### src/rtl/lsu_mem_arbiter.sv
// Round-robin arbiter sharing one data-memory channel among the per-thread LSUs.
// One transaction in flight; each requester gets a one-cycle done pulse plus read data.
module lsu_mem_arbiter #(
  parameter int unsigned NUM_REQ    = 4,
  parameter int unsigned ADDR_WIDTH = 8,
  parameter int unsigned DATA_WIDTH = 8
) (
  input  logic                             clk,
  input  logic                             reset,
  input  logic [NUM_REQ-1:0]               req_valid,
  input  logic [NUM_REQ-1:0]               req_we,
  input  logic [NUM_REQ*ADDR_WIDTH-1:0]    req_addr,
  input  logic [NUM_REQ*DATA_WIDTH-1:0]    req_wdata,
  output logic [NUM_REQ-1:0]               req_done,
  output logic [NUM_REQ*DATA_WIDTH-1:0]    req_rdata,
  output logic                             mem_valid,
  output logic                             mem_we,
  output logic [ADDR_WIDTH-1:0]            mem_addr,
  output logic [DATA_WIDTH-1:0]            mem_wdata,
  input  logic                             mem_ready,
  input  logic [DATA_WIDTH-1:0]            mem_rdata,
  output logic                             busy
);

  localparam int unsigned IDX_W = (NUM_REQ > 1) ? $clog2(NUM_REQ) : 1;
  localparam int unsigned CW    = IDX_W + 1;

  typedef enum logic [1:0] {
    IDLE    = 2'd0,
    ISSUE   = 2'd1,
    RESPOND = 2'd2
  } state_e;

  state_e                          state_q, state_d;
  logic [IDX_W-1:0]                rr_ptr_q, rr_ptr_d;
  logic [IDX_W-1:0]                grant_q, grant_d;
  logic [NUM_REQ-1:0]              req_done_q, req_done_d;
  logic [NUM_REQ*DATA_WIDTH-1:0]   req_rdata_q, req_rdata_d;
  logic                            mem_valid_q, mem_valid_d;
  logic                            mem_we_q, mem_we_d;
  logic [ADDR_WIDTH-1:0]           mem_addr_q, mem_addr_d;
  logic [DATA_WIDTH-1:0]           mem_wdata_q, mem_wdata_d;

  logic                            found_c;
  logic [IDX_W-1:0]                sel_c;
  logic [CW-1:0]                   cand;

  // First pending requester searching upward from rr_ptr, wrapping at NUM_REQ
  always_comb begin
    found_c = 1'b0;
    sel_c   = '0;
    cand    = '0;
    for (int unsigned k = 0; k < NUM_REQ; k++) begin
      cand = CW'(rr_ptr_q) + CW'(k);
      if (cand >= CW'(NUM_REQ)) begin
        cand = cand - CW'(NUM_REQ);
      end
      if (!found_c && req_valid[cand[IDX_W-1:0]]) begin
        found_c = 1'b1;
        sel_c   = cand[IDX_W-1:0];
      end
    end
  end

  always_ff @(posedge clk) begin
    if (reset) begin
      state_q <= IDLE;
    end else begin
      state_q <= state_d;
    end
  end

  always_comb begin
    state_d = state_q;
    case (state_q)
      IDLE:    if (found_c)   state_d = ISSUE;
      ISSUE:   if (mem_ready) state_d = RESPOND;
      RESPOND: state_d = IDLE;
      default: state_d = IDLE;
    endcase
  end

  // Next values of the registered outputs and arbitration state
  always_comb begin
    rr_ptr_d    = rr_ptr_q;
    grant_d     = grant_q;
    req_done_d  = '0;
    req_rdata_d = req_rdata_q;
    mem_valid_d = mem_valid_q;
    mem_we_d    = mem_we_q;
    mem_addr_d  = mem_addr_q;
    mem_wdata_d = mem_wdata_q;
    case (state_q)
      IDLE: begin
        if (found_c) begin
          grant_d     = sel_c;
          mem_valid_d = 1'b1;
          mem_we_d    = req_we[sel_c];
          mem_addr_d  = req_addr[sel_c*ADDR_WIDTH +: ADDR_WIDTH];
          mem_wdata_d = req_wdata[sel_c*DATA_WIDTH +: DATA_WIDTH];
        end
      end
      ISSUE: begin
        if (mem_ready) begin
          mem_valid_d         = 1'b0;
          req_done_d[grant_q] = 1'b1;
          if (!mem_we_q) begin
            req_rdata_d[grant_q*DATA_WIDTH +: DATA_WIDTH] = mem_rdata;
          end
        end
      end
      RESPOND: begin
        rr_ptr_d = (grant_q == IDX_W'(NUM_REQ - 1)) ? '0 : grant_q + IDX_W'(1);
      end
      default: begin
        mem_valid_d = 1'b0;
      end
    endcase
  end

  always_ff @(posedge clk) begin
    if (reset) begin
      rr_ptr_q    <= '0;
      grant_q     <= '0;
      req_done_q  <= '0;
      req_rdata_q <= '0;
      mem_valid_q <= 1'b0;
      mem_we_q    <= 1'b0;
      mem_addr_q  <= '0;
      mem_wdata_q <= '0;
    end else begin
      rr_ptr_q    <= rr_ptr_d;
      grant_q     <= grant_d;
      req_done_q  <= req_done_d;
      req_rdata_q <= req_rdata_d;
      mem_valid_q <= mem_valid_d;
      mem_we_q    <= mem_we_d;
      mem_addr_q  <= mem_addr_d;
      mem_wdata_q <= mem_wdata_d;
    end
  end

  assign req_done  = req_done_q;
  assign req_rdata = req_rdata_q;
  assign mem_valid = mem_valid_q;
  assign mem_we    = mem_we_q;
  assign mem_addr  = mem_addr_q;
  assign mem_wdata = mem_wdata_q;
  assign busy      = (state_q != IDLE);

endmodule
### config.mk
export PLATFORM = sky130hd
export DESIGN_NAME = lsu_mem_arbiter
export DESIGN_NICKNAME = d
export VERILOG_FILES = /design/src/rtl/lsu_mem_arbiter.sv
export SDC_FILE = /design/constraint.sdc
export NUM_CORES = 1
export LEC_CHECK = 0
export BUFFER_PORTS_ARGS = -buffer_cell sky130_fd_sc_hd__clkbuf_2
export CAP_MARGIN = 15
export CORE_MARGIN = 3
export CORE_UTILIZATION = 45
export DETAILED_ROUTE_END_ITERATION = 10
export PLACE_DENSITY = 0.8
export SLEW_MARGIN = 25
export SYNTH_ARGS = -nofsm -noshare
export SYNTH_HDL_FRONTEND = slang
export SYNTH_SLANG_ARGS = --single-unit
export TNS_END_PERCENT = 30
### constraint.sdc
create_clock -name clk -period 2.1 [get_ports clk]
set_clock_uncertainty 0.15 [all_clocks]
set_input_delay 0.42 -clock clk [delete_from_list [all_inputs] [get_ports clk]]
set_output_delay 0.42 -clock clk [all_outputs]
set_load 0.05 [all_outputs]
==> results of run 1 <==
how the worst max path moves through the flow:
stage / slack (ns) / to / start
after global routing: 0.06 / req_rdata[3]$_SDFFE_PP0P_ / grant_q[1]$_SDFFE_PP0P_
after floorplan: 0.12 / req_rdata[0]$_SDFFE_PP0P_ / grant_q[0]$_SDFFE_PP0P_
after global placement: 0.10 / mem_addr[3]$_SDFFE_PP0P_ / req_valid[1]
after detailed placement: 0.05 / mem_addr[2]$_SDFFE_PP0P_ / req_valid[3]
after CTS: 0.17 / busy / state_q[1]$_SDFFE_PP0P_
final: 0.20 / busy / state_q[1]$_SDFFE_PP0P_
worst max-delay path, delay by kind of cell (launching register included):
family,cells,cell delay [ns]
flip-flops,1,0.36
AND/OR/NAND/NOR,1,0.33
buffers and inverters,2,0.31
cells in the mapped netlist, types with 2 or more instances:
cell / n / area share (%)
dfxtp_1: 60 / 44
clkbuf_1: 3 / 0.41
nand3_1: 32 / 5.8
buf_2: 3 / 0.55
nor2_1: 8 / 1.1
nand2b_1: 2 / 0.45
a21oi_1: 38 / 6.9
nand2_1: 55 / 7.5
o221ai_1: 16 / 5.1
nor3_1: 2 / 0.36
and2_1: 7 / 1.6
nor3b_1: 3 / 0.82
inv_1: 6 / 0.82
ha_1: 8 / 3.6
mux2i_1: 37 / 13
buf_4: 5 / 1.4
buf_6: 2 / 0.82
o21ai_0: 2 / 0.36
flip-flops by register name, summed over array words and instances (netlist names):
name       cells
req_done       4
mem_valid      1
mem_wdata      8
rr_ptr_q       2
grant_q        2
mem_addr       8
req_rdata     32
mem_we         1
state_q        2
cell families (layout without fill, tap and decap cells):
kind of cell             after synthesis  in the layout  synth area share (%)
multiplexers                          37             37                  13.5
adder cells (fa/ha/maj)                8              8                  3.64
flip-flops                            60             60                  43.6
AO/OA/AOI/OAI                         61             61                  14.4
AND/OR/NAND/NOR                      117            117                  20.0
buffers and inverters                 22            167                  4.82
layout make-up:
class | instances | area [µm²]
fillers | 482 | 1920
multi-input cells | 223 | 1430
well taps | 72 | 90.1
inverters | 6 | 22.5
clock inverters | 4 | 120
clock buffers | 11 | 151
flip-flops and latches | 60 | 1200
repair buffers | 146 | 778
power groups by stage:
stage / sequential, W / clock, W / combinational (W)
6_report: 0.00123 / 0.00141 / 0.000608
5_1_grt: 0.00124 / 0.00149 / 0.000654
4_1_cts: 0.00123 / 0.00143 / 0.000611
3_5_place_dp: 0.00126 / 0 / 0.000611
3_3_place_gp: 0.00126 / 0 / 0.000595
2_1_floorplan: 0.00143 / 0 / 0.000233
through the flow:
step | power, W | instance area (µm²) | setup slack [ns]
floorplan | 0.00166 | 2750 | 0.119
finish | 0.00325 | 3790 | 0.198
global placement | 0.00185 | 3520 | 0.102
detailed placement | 0.00187 | 3520 | 0.0489
global route | 0.00338 | 3790 | 0.0631
CTS | 0.00328 | 3790 | 0.174
per-layer routing:
| metal | up-vias | GRT usage [%] |
|---|---|---|
| met3 | 19 | 7.26 |
| met4 | 0 | 9.80 |
| li1 | 1364 | - |
| met1 | 1254 | 25.5 |
| met2 | 128 | 37.9 |
| met5 | - | 0 |
==> qor.yml, run 1 <==
core_um2: 5710
p_clk_share_pct: 43.3
netlist_area_um2: 2750
crit_chain: "nor2_1 -> inv_1 -> clkbuf_2"
fmax_mhz: 526
route.met3.wl_um: 793
worstReg2RegStart: "grant_q[1]$_SDFFE_PP0P_"
intPower_w: 0.00237
routed-via-count: 2765
postRouteAntennaNets: 0
io_buffers: 137
fp-row-count: 27
cts_buffers: 9
cpPeakStageDelay_ns: 0.36
hold_start: "mem_ready"
syn_inst: 305
reg2regPathDepth: 6
top_layer: "met4"
grt_pass1_vias: 2789
antenna_cells: 0
start_kind: "flop"
cp-end-kind: "primary output"
place_congestion: 0.806
cap_violations: 0
place_hpwl_mm: 5.87
required_ns: 1.53
clk_latency_ns: 0.33
initial_core_util_pct: 48.2
final_core_util_pct: 66.4
holdCritPathClass: "in -> reg"
critPathKind: "reg -> out"
grt_pass1_wl_mm: 12.7
drive_gt1_share_pct: 38.0
tightest_slew_ns: 0.424
rsz0062_at_grt: "no"
setup_viol: 0
syn_area_per_cell_um2: 9.03
cts.sinks: 60
finalMaxSlewViolations: 0
first_pass_iters: 4
comb_power_share_pct: 18.7
post-cts-setup-buffers: 0
swShare_pct: 27.1
syn_nets: 396
rr_endpoint: "req_rdata[9]$_SDFFE_PP0P_"
async_flop_share_pct: 0
cp.arrival_ns: 1.33
cts_hold_buf: 0
status: "finished, final reports clean"
min_to: "state_q[0]$_SDFFE_PP0P_"
dr.first_iter.drc_count: 151
cts_buffer_depth: 2
die_y_um: 84.2
r2r_slack_ns: 0.27
p_sw_w: 0.000879
slew_headroom_pct: 71.5
finalSetupTns_ns: 0
synth_flop_cell: "dfxtp_1"
dieWidth_um: 84.2
synth_edf_count: 0
die_area_um2: 7090
final_hold_viol_count: 0
remaining_drc_errors: 0
period_share_pct: 90.6
grt_max_degree: 36
crit_slowest_cell: "dfxtp_1"
ys_seq_area_share_pct: 43.6
vdd_ir_drop_max_mv: 0.495
holdPathStages: 2
crit_fanout: 6
stdcell_count: 522
final_cell_mix: "137 x clkbuf_2, 60 x dfxtp_1, 55 x nand2_1"
yosysWarnings: 0
synthDistinctLibCells: 34
dr_wl_met2_mm: 3.80
hold_ws_ns: 0.167
cts_resized: 0
wl_mm: 7.76
grt_overflow: 0
pwr-share-seq_pct: 38.0
p_leak_nw: 1.69
cellPowerDensity_nw_per_um2: 856
layout.nets: 537
io_pins: 138
vias_per_cell: 5.30
htree_levels: 3
grtUsageTotal_pct: 22.3
drt-wirelength-per-cell_um: 14.9
clkTransAtPathRegs_ns: 0.06
syn2layout_area_growth_pct: 37.8
layout_commonest_cell: "clkbuf_2"
cts_tree: "done"
antenna_found_initial: 0
synth-seq-cells: 60
place_inst: 507
cts-root-buf: "clkbuf_8"
drt-met1-wl_mm: 2.99
period_minus_slack_ns: 1.90
(Power assumes the default switching activity.)
==> run 2, diff against run 1 <==
--- a/config.mk
+++ b/config.mk
@@ -8,9 +8,9 @@
 export BUFFER_PORTS_ARGS = -buffer_cell sky130_fd_sc_hd__clkbuf_2
 export CAP_MARGIN = 15
 export CORE_MARGIN = 3
-export CORE_UTILIZATION = 45
+export CORE_UTILIZATION = 41
 export DETAILED_ROUTE_END_ITERATION = 10
-export PLACE_DENSITY = 0.8
+export PLACE_DENSITY = 0.77
 export SLEW_MARGIN = 25
 export SYNTH_ARGS = -nofsm -noshare
 export SYNTH_HDL_FRONTEND = slang
==> constraint.sdc (replaced) <==
create_clock -name clk -period 1.6 [get_ports clk]
set_clock_uncertainty 0.15 [all_clocks]
set_input_delay 0.32 -clock clk [delete_from_list [all_inputs] [get_ports clk]]
set_output_delay 0.32 -clock clk [all_outputs]
set_load 0.05 [all_outputs]
==> qor.yml, run 2 (same netlist as run 1, synthesis figures left out) <==
place_inst: 523  # was 507
die_area_um2: 7730  # was 7090 µm²
required_ns: 1.66  # was 1.53 ns
drive_gt1_share_pct: 54.1  # was 38.0%
critPathKind: "reg -> reg"  # was reg -> out
grt_pass1_wl_mm: 13.3  # was 12.7 mm
cts_buffers: 9  # unchanged
holdCritPathClass: "in -> reg"  # unchanged
cts-root-buf: "clkbuf_8"  # unchanged
final_cell_mix: "136 x clkbuf_2, 55 x nand2_1, 55 x dfxtp_1"  # was 137 x clkbuf_2, 60 x dfxtp_1, 55 x nand2_1
slew_headroom_pct: 72.2  # was 71.5%
first_pass_iters: 5  # was 4
cp.arrival_ns: 1.76  # was 1.33 ns
min_to: "state_q[0]$_SDFFE_PP0P_"  # unchanged
cp-end-kind: "flop"  # was primary output
intPower_w: 0.00259  # was 0.00237 W
remaining_drc_errors: 0  # unchanged
grtUsageTotal_pct: 22.2  # was 22.3%
antenna_found_initial: 0  # unchanged
htree_levels: 3  # unchanged
layout_commonest_cell: "clkbuf_2"  # unchanged
tightest_slew_ns: 0.413  # was 0.424 ns
clk_latency_ns: 0.34  # was 0.33 ns
status: "finished with violations"  # was finished, final reports clean
hold_start: "mem_ready"  # unchanged
crit_fanout: 6  # unchanged
die_y_um: 87.9  # was 84.2 µm
stdcell_count: 552  # was 522
setup_viol: 43  # was 0
largest_register_ff_count: 32  # unchanged
period_minus_slack_ns: 1.69
final_hold_viol_count: 0  # unchanged
drt-wirelength-per-cell_um: 16.9  # was 14.9 µm
holdPathStages: 2  # unchanged
setup_ws_ns: -0.0947  # was 0.198 ns
syn2layout_area_growth_pct: 59.5  # was 37.8%
place_hpwl_mm: 6.22  # was 5.87 mm
finalSetupTns_ns: -1.88  # was 0 ns
p_leak_nw: 1.89  # was 1.69 nW
initial_core_util_pct: 42.9  # was 48.2%
io_buffers: 137  # unchanged
start_kind: "flop"  # unchanged
cts_buffer_depth: 2  # unchanged
routed-via-count: 2993  # was 2765
r2r_slack_ns: -0.09  # was 0.27 ns
io_pins: 138  # unchanged
core_um2: 6420  # was 5710 µm²
cap_violations: 0  # unchanged
dieWidth_um: 87.9  # was 84.2 µm
comb_power_share_pct: 27.8  # was 18.7%
grt_overflow: 0  # unchanged
period_share_pct: 106
fmax_mhz: 590
violations: "setup timing"
rr_endpoint: "mem_addr[7]$_SDFFE_PP0P_"  # was req_rdata[9]$_SDFFE_PP0P_
power_w: 0.00393  # was 0.00325 W
vias_per_cell: 5.42  # was 5.30
worstReg2RegStart: "rr_ptr_q[1]$_SDFFE_PP0P_"  # was grant_q[1]$_SDFFE_PP0P_
wl_mm: 9.33  # was 7.76 mm
fp-row-count: 29  # was 27
clkTransAtPathRegs_ns: 0.08  # was 0.06 ns
finalMaxSlewViolations: 0  # unchanged
postRouteAntennaNets: 0  # unchanged
dr.first_iter.drc_count: 129  # was 151
cts_hold_buf: 0  # unchanged
grt_max_degree: 37  # was 36
cts.sinks: 60  # unchanged
reg2regPathDepth: 7  # was 6
place_congestion: 0.860  # was 0.806
p_sw_w: 0.00135  # was 0.000879 W
pwr-share-seq_pct: 41.2  # was 38.0%
cts_tree: "done"  # unchanged
layout.nets: 561  # was 537
vdd_ir_drop_max_mv: 0.586  # was 0.495 mV
grt_pass1_vias: 2896  # was 2789
swShare_pct: 34.3  # was 27.1%
rsz0062_at_grt: "yes"  # was no
cellPowerDensity_nw_per_um2: 896  # was 856 nW/µm²
final_core_util_pct: 68.4  # was 66.4%
antenna_cells: 0  # unchanged
pre_cts_slack_ns: -0.283  # was 0.0489 ns
p_clk_share_pct: 31.0  # was 43.3%
[run 2: worst max path at each step]
| stage | depth (start not counted) | to | start |
|---|---|---|---|
| 4_1_cts | 5 | req_rdata[11]$_SDFFE_PP0P_ | grant_q[0]$_SDFFE_PP0P_ |
| 5_1_grt | 6 | req_rdata[15]$_SDFFE_PP0P_ | grant_q[0]$_SDFFE_PP0P_ |
| 2_1_floorplan | 5 | mem_addr[6]$_SDFFE_PP0P_ | req_valid[1] |
| 3_3_place_gp | 7 | mem_addr[7]$_SDFFE_PP0P_ | req_valid[0] |
| 6_report | 7 | mem_addr[7]$_SDFFE_PP0P_ | rr_ptr_q[1]$_SDFFE_PP0P_ |
| 3_5_place_dp | 7 | mem_addr[0]$_SDFFE_PP0P_ | req_valid[0] |
[run 2: per-layer routing]
layer  up-vias  share of wire [%]  routed length, µm  track usage [%]
met5         -                  0                  0                0
met4         0                1.8                166             10.0
met3        14                8.5                795             7.62
met2       136                 52               4870             38.6
met1      1424                 37               3490             24.4
li1       1419                  -                  -                -
[run 2: power groups by stage]
stage / combinational [W] / clock, W / sequential [W]
floorplan: 0.000336 / 0 / 0.00188
global placement: 0.000854 / 0 / 0.00165
detailed placement: 0.000875 / 0 / 0.00165
CTS: 0.000943 / 0.00123 / 0.00162
global route: 0.00115 / 0.00131 / 0.00163
finish: 0.00109 / 0.00122 / 0.00162
[run 2: what timing repair did]
action | 4_1_cts | 5_1_grt
setup endpoints to repair | 49 | 50
pin swaps | 11 | 20
gates resized for setup | 28 | 43
setup buffers | 4 | 4
hold endpoints to repair | 0 | 0
gates cloned | 1 | 5
[run 2: critical path, stage by stage, from the launching register on]
cell,delay [ns]
dfxtp_2,0.34
a21oi_2,0.13
o21ai_2,0.08
a21oi_4,0.19
buf_12,0.15
clkbuf_16,0.16
mux2i_1,0.23
o221ai_1,0.14
[run 2: layout make-up]
cell class              count  area [µm²]
clock inverters             7        52.6
flip-flops and latches     60        1210
inverters                   6        26.3
multi-input cells         223        1770
clock buffers               9         124
fillers                   485        2030
repair buffers            170        1120
well taps                  77        96.3
[run 2: stage by stage]
| step | cell area (µm²) | hold slack, ns |
|---|---|---|
| finish | 4390 | 0.0653 |
| global route | 4390 | 0.0552 |
| CTS | 4040 | 0.0397 |
| detailed placement | 3700 | 0.298 |
| global placement | 3700 | 0.293 |
| floorplan | 2820 | 0.261 |
==> run 3, diff against run 2 <==
--- a/config.mk
+++ b/config.mk
@@ -5,12 +5,13 @@
 export SDC_FILE = /design/constraint.sdc
 export NUM_CORES = 1
 export LEC_CHECK = 0
+export ABC_AREA = 1
 export BUFFER_PORTS_ARGS = -buffer_cell sky130_fd_sc_hd__clkbuf_2
 export CAP_MARGIN = 15
 export CORE_MARGIN = 3
-export CORE_UTILIZATION = 41
+export CORE_UTILIZATION = 44
 export DETAILED_ROUTE_END_ITERATION = 10
-export PLACE_DENSITY = 0.77
+export PLACE_DENSITY = 0.78
 export SLEW_MARGIN = 25
 export SYNTH_ARGS = -nofsm -noshare
 export SYNTH_HDL_FRONTEND = slang
==> qor.yml, run 3 <==
status: "finished with violations"  # unchanged
violations: "setup timing"  # unchanged
syn2layout_area_growth_pct: 52.1  # was 59.5%
synthSimpleGateAreaFrac_pct: 36.7  # was 20.0%
layout.nets: 787  # was 561
remaining_drc_errors: 0  # unchanged
io_buffers: 137  # unchanged
start_kind: "flop"  # unchanged
wl_mm: 10.6  # was 9.33 mm
cellPowerDensity_nw_per_um2: 1090  # was 896 nW/µm²
synth_compound_area_share_pct: 11.9  # was 14.4%
cts_tree: "done"  # unchanged
place_congestion: 0.852  # was 0.860
crit_slowest_cell: "dfxtp_4"  # was dfxtp_2
required_ns: 1.68  # was 1.66 ns
holdCritPathClass: "in -> reg"  # unchanged
async_flop_share_pct: 0  # unchanged
p_leak_nw: 2.73  # was 1.89 nW
cts.sinks: 60  # unchanged
dr.first_iter.drc_count: 148  # was 129
synth_top_family_by_area: "simple AND/OR/NAND/NOR gates"  # unchanged
cap_violations: 0  # unchanged
slew_headroom_pct: 76.6  # was 72.2%
core_um2: 7410  # was 6420 µm²
grt-busiest-layer: "met2"  # unchanged
vdd_ir_drop_max_mv: 0.710  # was 0.586 mV
dieWidth_um: 94.2  # was 87.9 µm
largest_register_ff_count: 32  # unchanged
synth_flop_cell: "dfxtp_1"  # unchanged
syn_area_per_cell_um2: 6.57  # was 9.03 µm²
die_area_um2: 8880  # was 7730 µm²
cpMostUsedCell: "nand2_2"
critPathTopFamily: "simple AND/OR/NAND/NOR gates"  # was compound AO/OA/AOI/OAI gates
grt_pass1_wl_mm: 16.1  # was 13.3 mm
critPathKind: "reg -> reg"  # unchanged
die_y_um: 94.2  # was 87.9 µm
crit_fanout: 7  # was 6
period_share_pct: 126  # was 106%
clkTransAtPathRegs_ns: 0.07  # was 0.08 ns
finalMaxSlewViolations: 0  # unchanged
cts-root-buf: "clkbuf_8"  # unchanged
synthTopCellsByCount: "122 x nand2_1, 77 x inv_1, 63 x nor2_1"  # was 60 x dfxtp_1, 55 x nand2_1, 38 x a21oi_1
multiInputGateArea_um2: 2060  # was 1770 µm²
routed-via-count: 3984  # was 2993
yosysWarnings: 0  # unchanged
syn_inst: 521  # was 305
cts_buffers: 9  # unchanged
cp.arrival_ns: 2.09  # was 1.76 ns
regArea_um2: 1220  # was 1210 µm²
dpl_cell_area_um2: 4500  # was 3700 µm²
gr-usage-met3_pct: 5.53  # was 7.62%
drive_gt1_share_pct: 43.2  # was 54.1%
fmax_mhz: 497  # was 590 MHz
tightest_slew_ns: 0.351  # was 0.413 ns
synth.largest_area_cell: "dfxtp_1"  # unchanged
synthAdderAreaFrac_pct: 2.92  # was 3.64%
grt_max_degree: 37  # unchanged
final_hold_viol_count: 0  # unchanged
grt_overflow: 0  # unchanged
layout_commonest_cell: "clkbuf_2"  # unchanged
synth-seq-cells: 60  # unchanged
clk_latency_ns: 0.33  # was 0.34 ns
grtUsageMet1_pct: 26.9  # was 24.4%
setup_viol: 42  # was 43
cpPeakStageDelay_ns: 0.39  # was 0.34 ns
first_pass_iters: 5  # unchanged
power_w: 0.00566  # was 0.00393 W
grtUsageTotal_pct: 22.5  # was 22.2%
synth_edf_count: 0  # unchanged
setup_ws_ns: -0.413  # was -0.0947 ns
htree_levels: 3  # unchanged
final_area_um2: 5210  # was 4390 µm²
final_cell_mix: "136 x clkbuf_2, 86 x nand2_1, 69 x inv_1"  # was 136 x clkbuf_2, 55 x nand2_1, 55 x dfxtp_1
fillers: 605  # was 485
ys_seq_area_share_pct: 35.1  # was 43.6%
postRouteAntennaNets: 0  # unchanged
cp.buffers_inverters: 5  # was 2
syn_nets: 612  # was 396
synth.top_cell.area_share_pct: 35.1  # was 43.6%
io_pins: 138  # unchanged
cts_buffer_depth: 2  # unchanged
yosysMostFrequentCell: "nand2_1"  # was dfxtp_1
antenna_found_initial: 0  # unchanged
period_minus_slack_ns: 2.01  # was 1.69 ns
met2_usage_pct: 38.8  # was 38.6%
netlist_area_um2: 3420  # was 2750 µm²
synthXorXnorAreaFrac_pct: 0  # unchanged
antenna_cells: 0  # unchanged
synth_mux_area_share_pct: 0  # was 13.5%
yosys-top-cells-area: "dfxtp_1 35%, nand2_1 13%, inv_1 8.4%"  # was dfxtp_1 44%, mux2i_1 13%, nand2_1 7.5%
cts_hold_buf: 0  # unchanged
cp-end-kind: "flop"  # unchanged
crit_chain: "buf_6 -> nand2_2 -> nand2_2 -> nand2_2 -> inv_1 -> nor2_2 -> nand3_4 -> nand3_4 -> buf_12 -> buf_8 -> nand2_2 -> nand3_2 -> nand3_2 -> nand2_1 -> inv_1"  # was a21oi_2 -> o21ai_2 -> a21oi_4 -> buf_12 -> clkbuf_16 -> mux2i_1 -> o221ai_1
initial_core_util_pct: 46.2  # was 42.9%
synthDistinctLibCells: 28  # was 34
vias_per_cell: 4.98  # was 5.42
place_hpwl_mm: 7.54  # was 6.22 mm
finalSetupTns_ns: -7.97  # was -1.88 ns
fp-row-count: 31  # was 29
grt_pass1_vias: 3654  # was 2896
drt-wirelength-per-cell_um: 13.2  # was 16.9 µm
rsz0062_at_grt: "yes"  # unchanged
pre_cts_slack_ns: -0.402  # was -0.283 ns
-- run 3: changes by cell type after synthesis, sizes merged, moves of 4 or more --
cell	before	now
nand4	0	24
mux2i	37	0
nor2	9	66
inv	6	82
a211oi	0	4
nand2	57	131
a21oi	39	35
or3	0	10
o21ai	2	37
and2	8	0
clkbuf	4	8
o221ai	17	0
-- run 3: layer usage --
metal,share of wire [%],vias to the layer above
li1,-,2018
met2,51,156
met3,7.1,22
met5,0,-
met1,40,1788
met4,1.9,0
-- run 3: layout make-up --
type	count	share of cell area, %
Clock buffer	11	2.91
Clock inverter	5	2.07
Inverter	83	6.44
Multi-Input combinational cell	356	39.5
Sequential cell	60	23.4
Tap cell	99	2.38
Timing Repair Buffer	186	23.4
-- run 3: worst reg2reg max path: stages (launching register included) --
cell     delay, ns
dfxtp_4       0.39
buf_6         0.13
nand2_2       0.05
nand2_2       0.08
nand2_2       0.09
inv_1         0.07
nor2_2        0.12
nand3_4       0.13
nand3_4       0.12
buf_12        0.15
buf_8         0.12
nand2_2       0.05
nand3_2       0.08
nand3_2       0.07
nand2_1       0.07
inv_1         0.04
-- run 3: worst paths after layout --
path	startpoint	to	slack [ns]	cells after the start
max	rr_ptr_q[0]$_SDFFE_PP0P_	mem_addr[4]$_SDFFE_PP0P_	-0.41	15
min reg2reg	req_rdata[6]$_SDFFE_PP0P_	req_rdata[6]$_SDFFE_PP0P_	0.31	2
min	mem_rdata[7]	req_rdata[7]$_SDFFE_PP0P_	0.14	3
max reg2reg	rr_ptr_q[0]$_SDFFE_PP0P_	mem_addr[4]$_SDFFE_PP0P_	-0.41	15
-- run 3: metrics by stage --
stage,util [%],std cells,hold slack [ns]
finish,70.3,800,0.139
global route,70.3,800,0.134
CTS,66.6,793,0.116
detailed placement,60.7,774,0.305
global placement,60.7,774,0.298
floorplan,-,521,0.326
-- run 3: report_power, final --
group          switching (W)  internal, W
clock               0.000610      0.00113
combinational        0.00138     0.000837
sequential         0.0000821      0.00162
total                0.00208      0.00358
-- run 3: cell families after synthesis --
group | Yosys count
AND/OR/NAND/NOR | 270
buffers and inverters | 105
AO/OA/AOI/OAI | 78
flip-flops | 60
adder cells (fa/ha/maj) | 8
-- run 3: repair_timing --
| item | CTS | global route |
|---|---|---|
| gates cloned | 0 | 4 |
| setup buffers | 3 | 4 |
| pin swaps | 9 | 39 |
| endpoints found under the setup margin | 53 | 54 |
| gates resized for setup | 50 | 59 |
